## config.mk

```make
export PLATFORM = sky130hd
export DESIGN_NAME = decode_stage
export DESIGN_NICKNAME = d
export VERILOG_FILES = /design/src/rtl/decode_stage.sv
export SDC_FILE = /design/constraint.sdc
export NUM_CORES = 1
export LEC_CHECK = 0
export CAP_MARGIN = 10
export CORE_UTILIZATION = 49
export CTS_CLUSTER_SIZE = 24
export DETAILED_ROUTE_END_ITERATION = 10
export GPL_TIMING_DRIVEN = 0
export PLACE_DENSITY_LB_ADDON = 0.12
export SYNTH_ARGS = -nofsm -noshare
export SYNTH_HDL_FRONTEND = slang
export SYNTH_SLANG_ARGS = --single-unit
```

## constraint.sdc

```tcl
create_clock -name clk -period 5.1 [get_ports clk]
set_clock_uncertainty 0.15 [all_clocks]
set_input_delay 1.02 -clock clk [delete_from_list [all_inputs] [get_ports clk]]
set_output_delay 1.02 -clock clk [all_outputs]
set_load 0.02 [all_outputs]
```

## src/rtl/decode_stage.sv

```systemverilog
// Registered valid/ready instruction-decode stage for the MIPS-subset core.
// Decodes into the ALU/control bundle, computes branch/jump targets and inserts one bubble per load-use hazard.
module decode_stage #(
    parameter int unsigned DWIDTH = 32,
    parameter int unsigned CWIDTH = 16
) (
    input  logic              clk,
    input  logic              rst,
    input  logic              flush,
    input  logic              in_valid,
    output logic              in_ready,
    input  logic [DWIDTH-1:0] in_instr,
    input  logic [DWIDTH-1:0] in_pc,
    output logic              out_valid,
    input  logic              out_ready,
    output logic [3:0]        out_op,
    output logic              out_ssel,
    output logic [DWIDTH-1:0] out_imm,
    output logic [4:0]        out_rs1_id,
    output logic [4:0]        out_rs2_id,
    output logic [4:0]        out_rdst_id,
    output logic              out_we_regfile,
    output logic              out_we_dmem,
    output logic              out_mem_read,
    output logic              out_branch,
    output logic              out_jump,
    output logic              out_illegal,
    output logic [DWIDTH-1:0] out_target,
    output logic [DWIDTH-1:0] out_pc,
    output logic [CWIDTH-1:0] stall_count
);

    localparam logic [5:0] OPC_RTYPE = 6'h00;
    localparam logic [5:0] OPC_J     = 6'h02;
    localparam logic [5:0] OPC_BEQ   = 6'h04;
    localparam logic [5:0] OPC_ADDI  = 6'h08;
    localparam logic [5:0] OPC_SLTI  = 6'h0A;
    localparam logic [5:0] OPC_ANDI  = 6'h0C;
    localparam logic [5:0] OPC_ORI   = 6'h0D;
    localparam logic [5:0] OPC_LW    = 6'h23;
    localparam logic [5:0] OPC_SW    = 6'h2B;

    localparam logic [5:0] FN_ADD = 6'h20;
    localparam logic [5:0] FN_SUB = 6'h22;
    localparam logic [5:0] FN_AND = 6'h24;
    localparam logic [5:0] FN_OR  = 6'h25;
    localparam logic [5:0] FN_NOR = 6'h27;
    localparam logic [5:0] FN_SLT = 6'h2A;

    localparam logic [3:0] ALU_AND = 4'b0000;
    localparam logic [3:0] ALU_OR  = 4'b0001;
    localparam logic [3:0] ALU_ADD = 4'b0010;
    localparam logic [3:0] ALU_SUB = 4'b0110;
    localparam logic [3:0] ALU_NOR = 4'b1100;
    localparam logic [3:0] ALU_SLT = 4'b0111;
    localparam logic [3:0] ALU_UND = 4'b1111;

    localparam logic [CWIDTH-1:0] CNT_MAX = {CWIDTH{1'b1}};

    logic [5:0]        opcode;
    logic [5:0]        funct;
    logic [4:0]        rs;
    logic [4:0]        rt;
    logic [4:0]        rd;
    logic [15:0]       imm16;
    logic [25:0]       addr26;
    logic [DWIDTH-1:0] pc4;
    logic [DWIDTH-1:0] simm;
    logic [DWIDTH-1:0] zimm;

    assign opcode = in_instr[31:26];
    assign rs     = in_instr[25:21];
    assign rt     = in_instr[20:16];
    assign rd     = in_instr[15:11];
    assign funct  = in_instr[5:0];
    assign imm16  = in_instr[15:0];
    assign addr26 = in_instr[25:0];
    assign pc4    = in_pc + DWIDTH'(4);
    assign simm   = {{(DWIDTH-16){imm16[15]}}, imm16};
    assign zimm   = {{(DWIDTH-16){1'b0}}, imm16};

    logic [3:0]        d_op;
    logic              d_ssel;
    logic [DWIDTH-1:0] d_imm;
    logic [4:0]        d_rdst;
    logic              d_we_regfile;
    logic              d_we_dmem;
    logic              d_mem_read;
    logic              d_branch;
    logic              d_jump;
    logic              d_illegal;
    logic [DWIDTH-1:0] d_target;

    // Instruction decode of the incoming word
    always_comb begin
        d_op         = ALU_UND;
        d_ssel       = 1'b0;
        d_imm        = '0;
        d_rdst       = 5'd0;
        d_we_regfile = 1'b0;
        d_we_dmem    = 1'b0;
        d_mem_read   = 1'b0;
        d_branch     = 1'b0;
        d_jump       = 1'b0;
        d_illegal    = 1'b0;
        d_target     = '0;
        case (opcode)
            OPC_RTYPE: begin
                d_ssel       = 1'b1;
                d_rdst       = rd;
                d_we_regfile = 1'b1;
                case (funct)
                    FN_ADD:  d_op = ALU_ADD;
                    FN_SUB:  d_op = ALU_SUB;
                    FN_AND:  d_op = ALU_AND;
                    FN_OR:   d_op = ALU_OR;
                    FN_NOR:  d_op = ALU_NOR;
                    FN_SLT:  d_op = ALU_SLT;
                    default: begin
                        d_op         = ALU_UND;
                        d_illegal    = 1'b1;
                        d_we_regfile = 1'b0;
                    end
                endcase
            end
            OPC_ADDI, OPC_SLTI, OPC_ANDI, OPC_ORI: begin
                d_rdst       = rt;
                d_we_regfile = 1'b1;
                case (opcode)
                    OPC_ADDI: begin d_op = ALU_ADD; d_imm = simm; end
                    OPC_SLTI: begin d_op = ALU_SLT; d_imm = simm; end
                    OPC_ANDI: begin d_op = ALU_AND; d_imm = zimm; end
                    default:  begin d_op = ALU_OR;  d_imm = zimm; end
                endcase
            end
            OPC_LW: begin
                d_op         = ALU_ADD;
                d_imm        = simm;
                d_rdst       = rt;
                d_we_regfile = 1'b1;
                d_mem_read   = 1'b1;
            end
            OPC_SW: begin
                d_op      = ALU_ADD;
                d_imm     = simm;
                d_we_dmem = 1'b1;
            end
            OPC_BEQ: begin
                d_op     = ALU_SUB;
                d_ssel   = 1'b1;
                d_branch = 1'b1;
                d_target = pc4 + (simm << 2);
            end
            OPC_J: begin
                d_op     = ALU_ADD;
                d_ssel   = 1'b1;
                d_jump   = 1'b1;
                d_target = {pc4[DWIDTH-1:28], addr26, 2'b00};
            end
            default: begin
                d_op      = ALU_UND;
                d_illegal = 1'b1;
            end
        endcase
    end

    // Load-use: a load sitting in the output register feeds a source of the incoming instruction
    logic uses_rt;
    logic hazard;
    logic capture;

    assign uses_rt = (opcode == OPC_RTYPE) || (opcode == OPC_SW) || (opcode == OPC_BEQ);
    assign hazard  = out_valid && out_mem_read && (out_rdst_id != 5'd0) && in_valid
                     && (((opcode != OPC_J) && (rs == out_rdst_id))
                         || (uses_rt && (rt == out_rdst_id)));
    assign in_ready = !rst && !flush && !hazard && (!out_valid || out_ready);
    assign capture  = in_valid && in_ready;

    always_ff @(posedge clk) begin
        if (rst || flush) begin
            out_valid      <= 1'b0;
            out_op         <= 4'd0;
            out_ssel       <= 1'b0;
            out_imm        <= '0;
            out_rs1_id     <= 5'd0;
            out_rs2_id     <= 5'd0;
            out_rdst_id    <= 5'd0;
            out_we_regfile <= 1'b0;
            out_we_dmem    <= 1'b0;
            out_mem_read   <= 1'b0;
            out_branch     <= 1'b0;
            out_jump       <= 1'b0;
            out_illegal    <= 1'b0;
            out_target     <= '0;
            out_pc         <= '0;
            if (rst) begin
                stall_count <= '0;
            end
        end else begin
            if (capture) begin
                out_valid      <= 1'b1;
                out_op         <= d_op;
                out_ssel       <= d_ssel;
                out_imm        <= d_imm;
                out_rs1_id     <= rs;
                out_rs2_id     <= rt;
                out_rdst_id    <= d_rdst;
                out_we_regfile <= d_we_regfile;
                out_we_dmem    <= d_we_dmem;
                out_mem_read   <= d_mem_read;
                out_branch     <= d_branch;
                out_jump       <= d_jump;
                out_illegal    <= d_illegal;
                out_target     <= d_target;
                out_pc         <= in_pc;
            end else if (out_valid && out_ready) begin
                out_valid <= 1'b0;
            end
            if (hazard && (stall_count != CNT_MAX)) begin
                stall_count <= stall_count + CWIDTH'(1);
            end
        end
    end

endmodule

```

==> results.md <==
- The count of warnings emitted by yosys is 0.
- The total of buffers placed on input and output ports is 206.
- The post-detailed-route DRC marker count is 0.
- In this run the worst path has a maximum fanout of 10.
- After routing the design area is 0.0105 mm^2.
- The core outline area is 0.0151 mm^2.
- Once placement finished, the instance area stood at 0.00987 mm^2.
- The number of max-cap violations is 0.
- The run finished with clean final reports.
- The first global-routing pass estimated 38.1 mm of wire.
- The total power density per cell area is 263 mW/mm^2.
- The net total in the final layout is 1,290.
- The leakage power summed over all cells is 3.86 nW.
- The count of antenna diodes in the layout is 0.
- The depth of the worst register-to-register path is 9.
- The cell count of the worst hold path is 2.
- In the layout the commonest cells are clkdlybuf4s50_1 (206), nand2_1 (155), dfxtp_1 (108).
- After clock tree synthesis, the clock-pin slew on the worst setup and hold paths is 0.05 ns.
- The number of nets in the synthesized netlist is 1,065.
- The number of antenna-violating nets in the routed design is 0.
- The floorplan step set the die height to 126 um.
- The final clock period utilization by the worst path is 95.3%.
- Data on the critical path arrives at its endpoint at 3.69 ns.
- In this run, distinct cell masters in the synthesized netlist total 65.
- The part of the power in the clock network is 44.0%.
- The critical path class is in2out.
- The maximum clock path buffer count is 2.
- The initial antenna violation count is 0.
- Combinational logic burns 18.9% of the power.
- The die covers 0.0160 mm^2.
- For this design the total switching power over the nets is 784 uW.
- The worst pin sits at a relative slew slack of 24.3%.
- The level count of the clock H-tree is 4.
- The number of enable flip-flop cells after synthesis is 16.
- TritonCTS built the clock tree.
- The number of buffers inserted during clock tree synthesis is 17.
- Setup slack on the worst reg-to-reg path comes out at 2.22 ns.
- The detailed router finished its first iteration with 689 violations.
- The min-delay analysis places its worst path in the category reg2reg.
- The share of Yosys cell area claimed by the top area cell type is 28.5%.
- In this run the most critical hold path is launched from out_imm[4]$_SDFFE_PP0P_.
- The hold buffer count at cts is 0.
- Cells with a size suffix above 1 make up 7.51% of the layout.
- The async set-reset flop share out of synthesis is 0%.
- STA classifies the critical path startpoint as an input pin.
- The clock net in this run drives a total of 124 sinks.
- The starting utilization of the core area is 50.0%.
- After floorplanning, the core was divided into 45 placement rows.
- The number of instances in the synthesized netlist is 960.
- The highest ir drop seen on vdd is 0.230 mV.
- Fill cells in the final layout number 1,314.
- Static timing analysis puts the maximum clock frequency at 0.206 GHz.
- Net switching is 28.4% of the power.
- The share of the yosys chip area belonging to registers is 34.9%.
- The number of endpoints failing setup at the final stage is 0.
- The clock reaches the later pin of the worst-skew pair after 0.43 ns.
- The routed wire length is 24.4 mm.
- The routability congestion estimate is 0.934.
- The clock period could shrink to 4.86 ns.
- The first detailed-routing pass took 7 iterations.
- The required time of the critical path is 3.93 ns.
- The global route total overflow is 0.
- The average wire per standard cell is 17.6 um.
- The biggest area contributor in the post-synthesis netlist is dfxtp_1.
- The endpoint kind of the worst setup timing path is an output port.
- The hold violation count in the final report is 0.
- The via count of the first global-routing pass is 7,312.
- In this run the count of I/O pins placed on the die edge is 209.
- After synthesis, the mean cell area works out to 7.89 um^2.
- Sorting the synthesized cells by area gives the leading types as dfxtp_1 (29%), nand2_1 (7.7%), a21oi_1 (7.0%).
- Final hold analysis gives a worst-case slack of 0.298 ns.
- The synthesized netlist occupies a cell area of 0.00757 mm^2.
- The commonest non-fill, non-tap cell in the layout is clkdlybuf4s50_1.
- In this run the critical register-to-register path is launched from out_rdst_id[0]$_SDFFE_PP0P_.
- The horizontal die dimension is 126 um.
- The area growth from synthesis to layout is 38.7%.
- The final-report max-slew violation count is 0.
- In the synthesized netlist the dominant register cell turns out to be dfxtp_1.
- The post-CTS setup buffer count is 0.
- The critical path starts at in_instr[29].
- The HPWL after detailed placement is 18.3 mm.
- The measured slew at the worst slew-check pin is 1.13 ns.
- Counting flops and latches in the post-synthesis netlist gives 124.
- The pin count of the biggest net entering global routing is 21.
- The relative contribution of sequential cells to total power is 37.1%.
- Cells fill 69.4% of the core in the end.
- The detailed router placed 7,968 vias in this run.
- Setup repair after global routing left no endpoint under its margin.
- The tree is rooted in a clkbuf_16.
- In the global route stage, overall resource usage came out at 30.7%.
- Using the TritonRoute via totals, the vias-per-cell ratio works out to 5.75.
- Internal power comes to 1.98 mW.
[path summary, 6_finish.rpt]
kind,endpoint
hold reg to reg,out_imm[4]$_SDFFE_PP0P_
setup reg to reg,out_target[21]$_SDFFE_PP0P_
setup / recovery,in_ready
hold / removal,out_imm[4]$_SDFFE_PP0P_
[repair_timing]
| action | CTS | global route |
|---|---|---|
| setup endpoints to repair | 1 | 2 |
| pin swaps | 0 | 0 |
| resized for setup | 2 | 7 |
[sequential cells by signal, summed over array words and instances, names as in the netlist]
name	count
out_illegal	1
out_ssel	1
out_we_regfile	1
out_target	32
out_rs1_id	5
out_rdst_id	5
out_valid	1
out_branch	1
stall_count	16
out_pc	32
out_op	4
out_we_dmem	1
out_mem_read	1
out_imm	17
out_jump	1
out_rs2_id	5
[power groups by stage]
stage | sequential, mW | combinational [mW] | clock [mW]
2_1_floorplan | 1.06 | 0.288 | 0
3_3_place_gp | 1.04 | 0.504 | 0
3_5_place_dp | 1.04 | 0.507 | 0
4_1_cts | 1.02 | 0.511 | 1.22
5_1_grt | 1.03 | 0.566 | 1.27
6_report | 1.02 | 0.521 | 1.22
[synth_stat cells (3+ instances only)]
cell type / number
a211oi_1: 5
a21boi_0: 3
a21o_1: 10
a21oi_1: 106
a221oi_1: 17
a221oi_2: 10
a31oi_1: 9
a41oi_1: 3
and2_1: 7
and3_1: 15
and4_1: 5
buf_2: 16
buf_4: 15
clkbuf_1: 36
dfxtp_1: 108
edfxtp_1: 16
ha_1: 35
inv_1: 15
nand2_1: 155
nand2b_1: 8
nand3_1: 52
nand4_1: 7
nor2_1: 86
nor2b_1: 3
nor3_1: 28
nor3b_1: 5
o21a_1: 10
o21ai_0: 45
o21bai_1: 3
o22ai_1: 3
o31ai_1: 4
or2_2: 5
or3_1: 7
xnor2_1: 48
xor2_1: 22
[critical path, stage by stage]
cell	delay [ns]
clkdlybuf4s50_1	0.50
clkbuf_1	0.31
nor2_1	0.10
and3_1	0.19
clkbuf_1	0.19
nor4_2	0.37
or2_2	0.20
nand2_1	0.10
and3_1	0.16
clkdlybuf4s50_1	0.55
[logic make-up after synthesis]
kind of cell,synth area share [%]
AND/OR/NAND/NOR,23.8
AO/OA/AOI/OAI,21.4
flip-flops,34.9
buffers and inverters,5.22
XOR/XNOR,8.41
adder cells (fa/ha/maj),6.05
multiplexers,0.281
[layout make-up]
cell class,instances,area [um^2],share of cell area [%]
buffer,68,339,3.23
clock inverter,8,82.6,0.786
timing repair buffer,206,2060,19.6
multi-input combinational,753,4580,43.6
tap,188,235,2.24
clock buffer,24,512,4.87
sequential,124,2640,25.2
inverter,15,56.3,0.536
[per-stage QoR]
step                TNS, ns  setup WS (ns)  power (mW)  instances
floorplan                 0          0.847        1.35        960
global placement      -2.71         -0.630        1.55       1354
detailed placement    -2.33         -0.655        1.55       1354
CTS                       0         0.0118        2.75       1386
global route              0         0.0721        2.86       1386
finish                    0          0.240        2.76       1386
[metal layers]
layer	vias to the layer above	GRT usage, %	share of wire, %
met4	0	15.6	3.3
met3	56	5.40	7.0
li1	3863	-	-
met5	-	0	0
met2	328	48.9	46
met1	3721	40.1	44
No activity file was read; power rests on OpenSTA's default activity.
